--- config.mk ---
export PLATFORM = sky130hd
export DESIGN_NAME = seg7_scan_ctrl
export DESIGN_NICKNAME = d
export VERILOG_FILES = /design/src/rtl/seg7_pkg.sv /design/src/rtl/hex_to_7seg.sv /design/src/rtl/seg7_scan_ctrl.sv
export SDC_FILE = /design/constraint.sdc
export NUM_CORES = 1
export LEC_CHECK = 0
export ABC_AREA = 1
export BUFFER_PORTS_ARGS = -buffer_cell sky130_fd_sc_hd__buf_2
export CORE_MARGIN = 3
export CORE_UTILIZATION = 59
export CTS_CLUSTER_DIAMETER = 60
export DETAILED_ROUTE_END_ITERATION = 10
export PLACE_DENSITY = 0.77
export SYNTH_ARGS = -nofsm -noshare
export SYNTH_HDL_FRONTEND = slang
export SYNTH_SLANG_ARGS = --single-unit
--- constraint.sdc ---
create_clock -name clk -period 2.2 [get_ports clk]
set_input_delay 0.44 -clock clk [delete_from_list [all_inputs] [get_ports clk]]
set_output_delay 0.44 -clock clk [all_outputs]
set_load 0.01 [all_outputs]
--- src/rtl/seg7_pkg.sv ---
// seg7_pkg
//   Shared constants and helpers for the 7-segment scan controller.
//   SEG_BLANK : segment bus value with every segment and the DP dark
//   AN_OFF    : anode bus value with every digit undriven (sliced to N_DIGITS)
//   width_for : counter width for a modulus, never narrower than 1 bit
//               (used for the prescaler width PRESC_W and index width IDX_W)
package seg7_pkg;

  localparam int MAX_DIGITS = 8;

  localparam logic [7:0]            SEG_BLANK = 8'hFF;
  localparam logic [MAX_DIGITS-1:0] AN_OFF    = '1;

  // Board segment pins below bit 7, active-low.
  typedef logic [6:0] seg_pins_t;

  function automatic int width_for(input int modulus);
    return (modulus <= 2) ? 1 : $clog2(modulus);
  endfunction

endpackage

--- src/rtl/hex_to_7seg.sv ---
// hex_to_7seg
//   Hex nibble to 7-segment decoder for the board's segment wiring.
//   hex_i [3:0] : nibble 0..F
//   seg_o [6:0] : active-low segment pins in board order {a, f, b, g, e, c, d}
//                 (bit 6 = a ... bit 0 = d); a lowercase b/d is used for 0xB/0xD
module hex_to_7seg
  import seg7_pkg::*;
(
  input  logic [3:0] hex_i,
  output seg_pins_t  seg_o
);

  always_comb begin
    seg_o = 7'h7F;
    unique case (hex_i)
      4'h0: seg_o = 7'h08;
      4'h1: seg_o = 7'h6D;
      4'h2: seg_o = 7'h22;
      4'h3: seg_o = 7'h24;
      4'h4: seg_o = 7'h45;
      4'h5: seg_o = 7'h14;
      4'h6: seg_o = 7'h10;
      4'h7: seg_o = 7'h2D;
      4'h8: seg_o = 7'h00;
      4'h9: seg_o = 7'h04;
      4'hA: seg_o = 7'h01;
      4'hB: seg_o = 7'h50;
      4'hC: seg_o = 7'h1A;
      4'hD: seg_o = 7'h60;
      4'hE: seg_o = 7'h12;
      4'hF: seg_o = 7'h13;
      default: seg_o = 7'h7F;
    endcase
  end

endmodule

--- src/rtl/seg7_scan_ctrl.sv ---
// seg7_scan_ctrl
//   Time-multiplexed scan controller for an N-digit common-anode display.
//   Holds an active frame (digits, DP, enables) plus one pending frame that
//   is committed only when the scan wraps, so a frame is never torn.
//   clk       : system clock
//   rst_n     : asynchronous active-low reset
//   load_i    : strobe, captures data_i/dp_i/en_i
//   data_i    : hex digits, digit k at [4k+3:4k], digit 0 rightmost
//   dp_i      : decimal point per digit, 1 = lit
//   en_i      : digit enable, 0 = anode never driven
//   pending_o : a loaded frame is waiting for the next wrap
//   frame_o   : one-cycle pulse after the scan wraps digit N-1 -> 0
//   an_o      : active-low anodes, one-hot-low or all-high
//   seg_o     : active-low {dp, segment pins}
module seg7_scan_ctrl
  import seg7_pkg::*;
#(
  parameter int N_DIGITS    = 8,
  parameter int REFRESH_DIV = 100000,
  parameter bit BLANK_LZ    = 1'b1
) (
  input  logic                  clk,
  input  logic                  rst_n,
  input  logic                  load_i,
  input  logic [4*N_DIGITS-1:0] data_i,
  input  logic [N_DIGITS-1:0]   dp_i,
  input  logic [N_DIGITS-1:0]   en_i,
  output logic                  pending_o,
  output logic                  frame_o,
  output logic [N_DIGITS-1:0]   an_o,
  output logic [7:0]            seg_o
);

  localparam int PRESC_W = width_for(REFRESH_DIV);
  localparam int IDX_W   = width_for(N_DIGITS);

  logic [PRESC_W-1:0]    presc_q, presc_d;
  logic [IDX_W-1:0]      idx_q, idx_d;
  logic [4*N_DIGITS-1:0] act_data_q, act_data_d, pend_data_q, pend_data_d;
  logic [N_DIGITS-1:0]   act_dp_q, act_dp_d, pend_dp_q, pend_dp_d;
  logic [N_DIGITS-1:0]   act_en_q, act_en_d, pend_en_q, pend_en_d;
  logic                  pending_q, pending_d;
  logic                  frame_q;
  logic [N_DIGITS-1:0]   an_q, an_d;
  logic [7:0]            seg_q, seg_d;

  logic                  tick, boundary;
  logic [3:0]            cur_digit;
  seg_pins_t             dec_seg;
  logic [N_DIGITS-1:0]   blank_mask;
  logic                  lz_seen;

  assign tick     = (presc_q == PRESC_W'(REFRESH_DIV - 1));
  assign boundary = tick && (idx_q == IDX_W'(N_DIGITS - 1));

  always_comb begin
    presc_d = tick ? '0 : presc_q + 1'b1;
    idx_d   = idx_q;
    if (tick) idx_d = (idx_q == IDX_W'(N_DIGITS - 1)) ? '0 : idx_q + 1'b1;
  end

  // A load on the wrap cycle goes straight to the active frame and drops any
  // older pending frame; otherwise loads park in the pending frame.
  always_comb begin
    act_data_d  = act_data_q;
    act_dp_d    = act_dp_q;
    act_en_d    = act_en_q;
    pend_data_d = pend_data_q;
    pend_dp_d   = pend_dp_q;
    pend_en_d   = pend_en_q;
    pending_d   = pending_q;
    if (load_i && boundary) begin
      act_data_d = data_i;
      act_dp_d   = dp_i;
      act_en_d   = en_i;
      pending_d  = 1'b0;
    end else if (load_i) begin
      pend_data_d = data_i;
      pend_dp_d   = dp_i;
      pend_en_d   = en_i;
      pending_d   = 1'b1;
    end else if (boundary && pending_q) begin
      act_data_d = pend_data_q;
      act_dp_d   = pend_dp_q;
      act_en_d   = pend_en_q;
      pending_d  = 1'b0;
    end
  end

  // Walk from the top digit down; a digit is blanked while no enabled
  // non-zero digit has been seen at or above it. Digit 0 always shows.
  always_comb begin
    lz_seen    = 1'b0;
    blank_mask = '0;
    for (int k = N_DIGITS - 1; k >= 0; k--) begin
      lz_seen       = lz_seen | (act_en_q[k] && (act_data_q[4*k +: 4] != 4'h0));
      blank_mask[k] = BLANK_LZ && (k != 0) && !lz_seen;
    end
  end

  assign cur_digit = act_data_q[{idx_q, 2'b00} +: 4];

  hex_to_7seg u_dec (
    .hex_i (cur_digit),
    .seg_o (dec_seg)
  );

  always_comb begin
    an_d  = AN_OFF[N_DIGITS-1:0];
    seg_d = SEG_BLANK;
    if (act_en_q[idx_q]) begin
      an_d  = ~(N_DIGITS'(1) << idx_q);
      seg_d = {~act_dp_q[idx_q], blank_mask[idx_q] ? 7'h7F : dec_seg};
    end
  end

  always_ff @(posedge clk or negedge rst_n) begin
    if (!rst_n) begin
      presc_q     <= '0;
      idx_q       <= '0;
      act_data_q  <= '0;
      act_dp_q    <= '0;
      act_en_q    <= '0;
      pend_data_q <= '0;
      pend_dp_q   <= '0;
      pend_en_q   <= '0;
      pending_q   <= 1'b0;
      frame_q     <= 1'b0;
      an_q        <= AN_OFF[N_DIGITS-1:0];
      seg_q       <= SEG_BLANK;
    end else begin
      presc_q     <= presc_d;
      idx_q       <= idx_d;
      act_data_q  <= act_data_d;
      act_dp_q    <= act_dp_d;
      act_en_q    <= act_en_d;
      pend_data_q <= pend_data_d;
      pend_dp_q   <= pend_dp_d;
      pend_en_q   <= pend_en_d;
      pending_q   <= pending_d;
      frame_q     <= boundary;
      an_q        <= an_d;
      seg_q       <= seg_d;
    end
  end

  assign pending_o = pending_q;
  assign frame_o   = frame_q;
  assign an_o      = an_q;
  assign seg_o     = seg_q;

endmodule
**Word-level counts from Yosys, hierarchy flattened**

Memory sizes are Yosys's and may differ from the RTL's.
Index checks and enable logic that the tools add are counted.

- ROM bits: 112
- Memories kept: 1
- Logic and storage cells: 81
- Output and inout bits: 18
- Register bits after elaboration: 134

Memory list:

| memory | words | width | rd ports | clocked after memory_dff | wr ports | line | source |
|---|---|---|---|---|---|---|---|
| (no name shown) | 16 | 7 | 1 | 0 | 0 | hex_to_7seg.sv:15 | `unique case (hex_i)` |

- Reduce and logical (&&, ||, !) cells: 28
- Magnitude comparators: 1
- $add $sub $neg: 2
- Shift-type cells: 2
- Bitwise logic cells: 9
- Eq/ne operators: 3
- Mux-type cells: 23

Operators with widths:

| cell | count |
|---|---|
| two-way mux 32 bit | 3 |
| two-way mux 8 bit | 8 |
| variable part select 32 x 6 -> 4 bit | 1 |
| nonzero test 4 bit | 7 |
| adder 17 x 1 -> 17 bit, second input constant | 1 |
| equality test 17 bit, second input constant | 1 |
| two-way mux 17 bit | 1 |
| logical AND 1 bit | 10 |
| binary-select mux 1 bit (select 3 bit) | 3 |
| NOT 8 bit | 1 |
| left shift 1 x 3 -> 8 bit, first input constant | 1 |
| zero test 1 bit | 7 |
| two-way mux 7 bit | 1 |
| two-way mux 1 bit | 6 |
| bitwise OR 1 bit | 6 |
| less-than comparator 3 x 4 -> 1 bit, second input constant | 1 |
| AND reduction 2 bit | 2 |
| adder 3 x 1 -> 3 bit, second input constant | 1 |
| equality test 3 bit, second input constant | 1 |
| two-way mux 3 bit | 1 |
| nonzero test 3 bit | 1 |
| != test 2 x 1 -> 1 bit, second input constant | 1 |
| NOT 1 bit | 2 |
| nonzero test 2 bit | 1 |

**Depth between registers and ports, before layout**

- Depth after elaboration: 13
- Depth in mapped cells: 16
- Mapped depth without buffers: 14

**Cells and area by module**

A second synthesis with hierarchy kept.

- Cells, all modules: 873
- Area total of the unflattened synthesis: 6935.4 um^2

Modules (own cells, without submodules):

| module | area an instance (um^2) | instances | sequential area each (um^2) | cells each |
|---|---|---|---|---|
| seg7_scan_ctrl | 6666.4 | 1 | 3373.2 | 824 |
| hex_to_7seg | 269.0 | 1 | 0.0 | 49 |

**Least setup slack after synthesis**

Ideal clock, no wire load.

- Kind: reg2reg
- Start: register idx_q[0]
- End: register seg_q[0], in the netlist seg_o[0]
- Stages on the path, launching flop included: 16
- Library setup time: 80 ps
- Arrival: 1800 ps
- Slack: 320 ps
- Period minus slack after synthesis: 1880 ps
- Data required time: 2120 ps
- Cells stage by stage: dfrtp_1 > buf_2 > inv_2 > buf_2 > nand2_1 > nand3_1 > nand2_1 > nand2_1 > nand2_1 > inv_1 > ha_1 > nand3_1 > nand3_1 > nand2_1 > nor2_1 > nand2_1

- Word-level cells in the longest chain between the ends: 4
- Elaborated cells on any way between the ends: 8

RTL lines:

| item | line | source |
|---|---|---|
| from (decl) | seg7_scan_ctrl.sv:38 | `logic [IDX_W-1:0] idx_q, idx_d;` |
| from (signal assigned) | seg7_scan_ctrl.sv:133 | `idx_q <= idx_d;` |
| variable part select 32 x 6 -> 4 bit / binary-select mux 1 bit (select 3 bit) (equally long branches) | seg7_scan_ctrl.sv:101, seg7_scan_ctrl.sv:113 |  |
| memory (16 x 7 bit) / two-way mux 1 bit (equally long branches) | -- |  |
| two-way mux 7 bit | seg7_scan_ctrl.sv:113 | `seg_d = {~act_dp_q[idx_q], blank_mask[idx_q] ? 7'h7F : dec_seg};` |
| two-way mux 8 bit (*) | seg7_scan_ctrl.sv:111 | `if (act_en_q[idx_q]) begin` |
| net seg_d[0] | seg7_scan_ctrl.sv:45 | `logic [7:0] seg_q, seg_d;` |
| to (signal assigned) | seg7_scan_ctrl.sv:143 | `seg_q <= seg_d;` |
| to (decl) | seg7_scan_ctrl.sv:45 |  |

Mark *: on every way through the listed nets, which the timed path passes. The rest lies on a longest branch. The select of a mux whose other input is x is not followed.
A chain may end at the register's enable or synchronous reset.

**Worst setup path in the final report**

- Start: register idx_q[1]
- End: register seg_q[0], in the netlist seg_o[0]

Same word-level chain as after synthesis.

==> impl_metrics.prom <==
# TYPE chip_impl_metric gauge
chip_impl_info{name="result_of_the_run",value="completed"} 1
chip_impl_metric{name="min_period_over_period",unit="%"} 93.1
chip_impl_metric{name="path_clk_slew",unit="ns"} 0.06
chip_impl_info{name="yosys.area.top_type",value="sky130_fd_sc_hd__dfrtp_1"} 1
chip_impl_metric{name="routed_via_density",unit=""} 5.39
chip_impl_metric{name="fin_worst_hold_slack",unit="ns"} 0.138
chip_impl_metric{name="finalNetCount",unit=""} 1038
chip_impl_metric{name="report.final.setup_viol",unit=""} 0
chip_impl_info{name="cp-end-kind",value="flop"} 1
chip_impl_metric{name="cap_viol_max_count",unit=""} 0
chip_impl_info{name="hp-class",value="in -> async"} 1
chip_impl_metric{name="cts_max_path_buffers",unit=""} 2
chip_impl_metric{name="cts.htree.levels",unit=""} 4
chip_impl_metric{name="routabilityCongestion",unit=""} 0.970
chip_impl_metric{name="core-area",unit="um^2"} 11100
chip_impl_metric{name="ir_drop",unit="uV"} 917
chip_impl_metric{name="hold_violations",unit=""} 0
chip_impl_metric{name="dp_worst_setup_slack",unit="ns"} 0.0740
chip_impl_metric{name="antenna_violating_nets_post_route",unit=""} 0
chip_impl_metric{name="detail_route.iter0.violations",unit=""} 473
chip_impl_metric{name="insertion_delay_of_the_later_clocked_pin_in_the_worst_skew_pair",unit="ns"} 0.42
chip_impl_metric{name="worst-path-max-fanout",unit=""} 9
chip_impl_metric{name="totalWireLength",unit="um"} 16100
chip_impl_metric{name="synth_simple_gate_area_share",unit="%"} 33.0
chip_impl_metric{name="mappedNetlistArea",unit="um^2"} 6830
chip_impl_metric{name="worstRegToRegCells",unit=""} 13
chip_impl_metric{name="vias_in_the_first_global_route",unit=""} 5858
chip_impl_metric{name="grt_pass1_wl",unit="um"} 27400
chip_impl_metric{name="total_global_routing_overflow",unit=""} 0
chip_impl_metric{name="finalNonFillerCells",unit=""} 1127
chip_impl_metric{name="ratio_of_cells_with_drive_above_1_in_the_final_layout",unit="%"} 16.5
chip_impl_metric{name="finalSetupTns",unit="ns"} 0
chip_impl_metric{name="synthXorXnorAreaFrac",unit="%"} 1.28
chip_impl_metric{name="synth_mux_area_share",unit="%"} 0
chip_impl_metric{name="share_of_async_settable_or_async_resettable_flops_after_synthesis",unit="%"} 100
chip_impl_info{name="most_used_standard_cell_by_instance_count_after_synthesis",value="sky130_fd_sc_hd__nand2_1"} 1
chip_impl_metric{name="filler_cell_count",unit=""} 861
chip_impl_info{name="yosys-top-cells-area",value="sky130_fd_sc_hd__dfrtp_1 (43%), sky130_fd_sc_hd__nand2_1 (16%), sky130_fd_sc_hd__nor2_1 (7.0%)"} 1
chip_impl_metric{name="clock_tree_sinks",unit=""} 134
chip_impl_metric{name="portBuffers",unit=""} 68
chip_impl_metric{name="area_delta_synth_final",unit="%"} 17.4
chip_impl_metric{name="antenna_found_initial",unit=""} 0
chip_impl_info{name="grt_setup_unrepaired",value="false"} 1
chip_impl_metric{name="synth_top_area_share",unit="%"} 43.3
chip_impl_metric{name="initial_core_util",unit="%"} 61.6
chip_impl_metric{name="post_synth_fa_ha_maj_area_fraction",unit="%"} 2.38
chip_impl_metric{name="powerDensity",unit="nW/um^2"} 690
chip_impl_metric{name="die_width",unit="um"} 114
chip_impl_metric{name="n_antenna_cell",unit=""} 0
chip_impl_info{name="rr_endpoint",value="seg_o[0]"} 1
chip_impl_info{name="synth_flop_cell",value="sky130_fd_sc_hd__dfrtp_1"} 1
chip_impl_metric{name="place_hpwl",unit="um"} 10800
chip_impl_metric{name="ioPinCount",unit=""} 69
chip_impl_info{name="worstSetupPathType",value="reg -> reg"} 1
chip_impl_metric{name="wl_met2",unit="um"} 7670
chip_impl_metric{name="crit_arrival",unit="ns"} 2.39
chip_impl_metric{name="design.die.area",unit="um^2"} 12900
chip_impl_metric{name="timing_max_transition_violations_final",unit=""} 0
chip_impl_metric{name="detail_route.wl_per_cell",unit="um"} 14.3
chip_impl_info{name="ys_top_cells_by_count",value="sky130_fd_sc_hd__nand2_1 (295), sky130_fd_sc_hd__nor2_1 (128), sky130_fd_sc_hd__dfrtp_1 (118), sky130_fd_sc_hd__nand3_1 (92), sky130_fd_sc_hd__inv_1 (65)"} 1
chip_impl_metric{name="synth_cells",unit=""} 901
chip_impl_metric{name="relative_slew_slack",unit="%"} 54.3
chip_impl_metric{name="postSynthNetCount",unit=""} 965
chip_impl_info{name="top_routing_layer_used",value="met4"} 1
chip_impl_metric{name="met1Wirelength",unit="um"} 7300
chip_impl_metric{name="cts-buffers-inserted",unit=""} 17
chip_impl_metric{name="cts_hold_buffers",unit=""} 0
chip_impl_info{name="worst_setup_path_start_kind",value="flop"} 1
chip_impl_metric{name="r2r_setup_slack",unit="ns"} 0.15
chip_impl_metric{name="finalWorstSetupSlack",unit="ns"} 0.152
chip_impl_metric{name="fp-row-count",unit=""} 38
chip_impl_metric{name="finalClockSkew",unit="ns"} 0.00932
chip_impl_metric{name="compound_gate_portion_of_the_synthesized_area",unit="%"} 6.89
chip_impl_info{name="clock_tree.root_cell",value="sky130_fd_sc_hd__clkbuf_16"} 1
chip_impl_metric{name="synth_enable_flop_cells",unit=""} 0
chip_impl_metric{name="ys_warn_count",unit=""} 0
chip_impl_metric{name="grt_max_degree",unit=""} 135
chip_impl_info{name="largest_family_of_logic_cells_by_synthesized_area",value="simple AND/OR/NAND/NOR gates"} 1
chip_impl_metric{name="met3RoutedLength",unit="um"} 893
chip_impl_metric{name="groute.usage.overall",unit="%"} 26.2
chip_impl_metric{name="leakagePower",unit="uW"} 0.00427
chip_impl_metric{name="cell_count_post_placement",unit=""} 1085
chip_impl_metric{name="yosys_reg_bits",unit=""} 134
chip_impl_metric{name="via_count",unit=""} 6079
chip_impl_metric{name="post-route-min-period",unit="ns"} 2.05
chip_impl_metric{name="floorplan.die.height",unit="um"} 114
chip_impl_metric{name="remaining_drc_errors",unit=""} 0
chip_impl_metric{name="detailedRoute.firstPassIterationCount",unit=""} 7
chip_impl_info{name="tritoncts",value="built"} 1
chip_impl_metric{name="synthesized_area_per_cell",unit="um^2"} 7.58
chip_impl_metric{name="synthDistinctLibCells",unit=""} 37
chip_impl_metric{name="yosysSeqAreaShare",unit="%"} 49.4
chip_impl_metric{name="worst-slew-pin-transition",unit="ns"} 0.685
chip_impl_info{name="worst_r2r_startpoint",value="idx_q[1]"} 1
chip_impl_metric{name="wp_data_required",unit="ns"} 2.54
chip_impl_info{name="reg.largest.list",value="act_data_q x32, pend_data_q x32, presc_q x17"} 1
chip_impl_metric{name="maxClockFrequency",unit="MHz"} 488
-- layout by cell type, fill, tap and decap left out, drive strengths merged, types with 7 or more instances in the layout --
cell / Yosys / routed
nand2: 299 / 299
nor2: 135 / 135
dfrtp: 118 / 118
buf: 28 / 95
nand3: 92 / 92
o21ai: 70 / 70
inv: 69 / 69
clkbuf: 14 / 24
dfstp: 16 / 16
a21oi: 14 / 14
ha: 13 / 13
xor2: 9 / 9
clkinv: 1 / 7
-- where the power goes --
| group | total (uW) | leakage, uW | switching, uW | internal [uW] |
|---|---|---|---|---|
| sequential | 2590 | 0.00170 | 42.4 | 2550 |
| clock | 2680 | 0.000279 | 1020 | 1660 |
| combinational | 263 | 0.00228 | 168 | 95.2 |
-- worst max path at each step --
stage | start | end | slack, ns | cells past startpoint
finish | idx_q[1] | seg_o[0] | 0.15 | 13
detailed placement | idx_q[1] | act_data_q[19] | 0.07 | 9
global placement | idx_q[1] | act_data_q[19] | 0.14 | 9
global route | presc_q[1] | act_data_q[18] | 0.003 | 12
floorplan | idx_q[0] | seg_o[0] | 0.32 | 15
CTS | idx_q[1] | act_data_q[18] | 0.04 | 9
-- area by class of cell --
cell class	count	area (um^2)	area share (%)
Sequential cell	134	3380	42.1
Multi-Input combinational cell	655	2990	37.3
Timing Repair Buffer	96	637	7.95
Clock buffer	23	488	6.09
Inverter	70	273	3.40
Tap cell	140	175	2.19
Clock inverter	9	75.1	0.937
-- worst max-delay path, stage by stage (launching register included) --
cell                      delay [ns]
sky130_fd_sc_hd__dfrtp_2        0.48
sky130_fd_sc_hd__buf_4          0.20
sky130_fd_sc_hd__nor2_4         0.18
sky130_fd_sc_hd__nand3_1        0.10
sky130_fd_sc_hd__nand2_1        0.09
sky130_fd_sc_hd__inv_1          0.05
sky130_fd_sc_hd__nand2_2        0.12
sky130_fd_sc_hd__inv_1          0.09
sky130_fd_sc_hd__ha_1           0.28
sky130_fd_sc_hd__nand3_1        0.10
sky130_fd_sc_hd__nand3_1        0.10
sky130_fd_sc_hd__nand2_1        0.05
sky130_fd_sc_hd__nor2_1         0.08
sky130_fd_sc_hd__nand2_1        0.05
-- metal layers --
metal | up-vias | track usage (%)
met4 | 0 | 8.49
met1 | 2859 | 36.5
met5 | - | 0
met2 | 200 | 41.3
met3 | 22 | 5.52
li1 | 2998 | -
-- logic make-up after synthesis --
group / Yosys count
DFF: 134
buffers and inverters: 112
and+or+nand+nor: 542
AOI/OAI and AO/OA: 90
adders and majority gates: 13
xor gates and xnor gates: 10
-- timing repair --
action	CTS	global route
setup endpoints to repair	0	58
setup buffers	0	9
resized for setup	0	9
-- metrics by stage --
step           power, uW  cell area [um^2]  util, %
2_1_floorplan       2740              6830        -
3_5_place_dp        2890              7340     66.2
5_1_grt             5720              8010     72.3
6_report            5530              8010     72.3
3_3_place_gp        2880              7340     66.2
4_1_cts             5560              7900     71.3
Power figures use the tool's default switching activity.
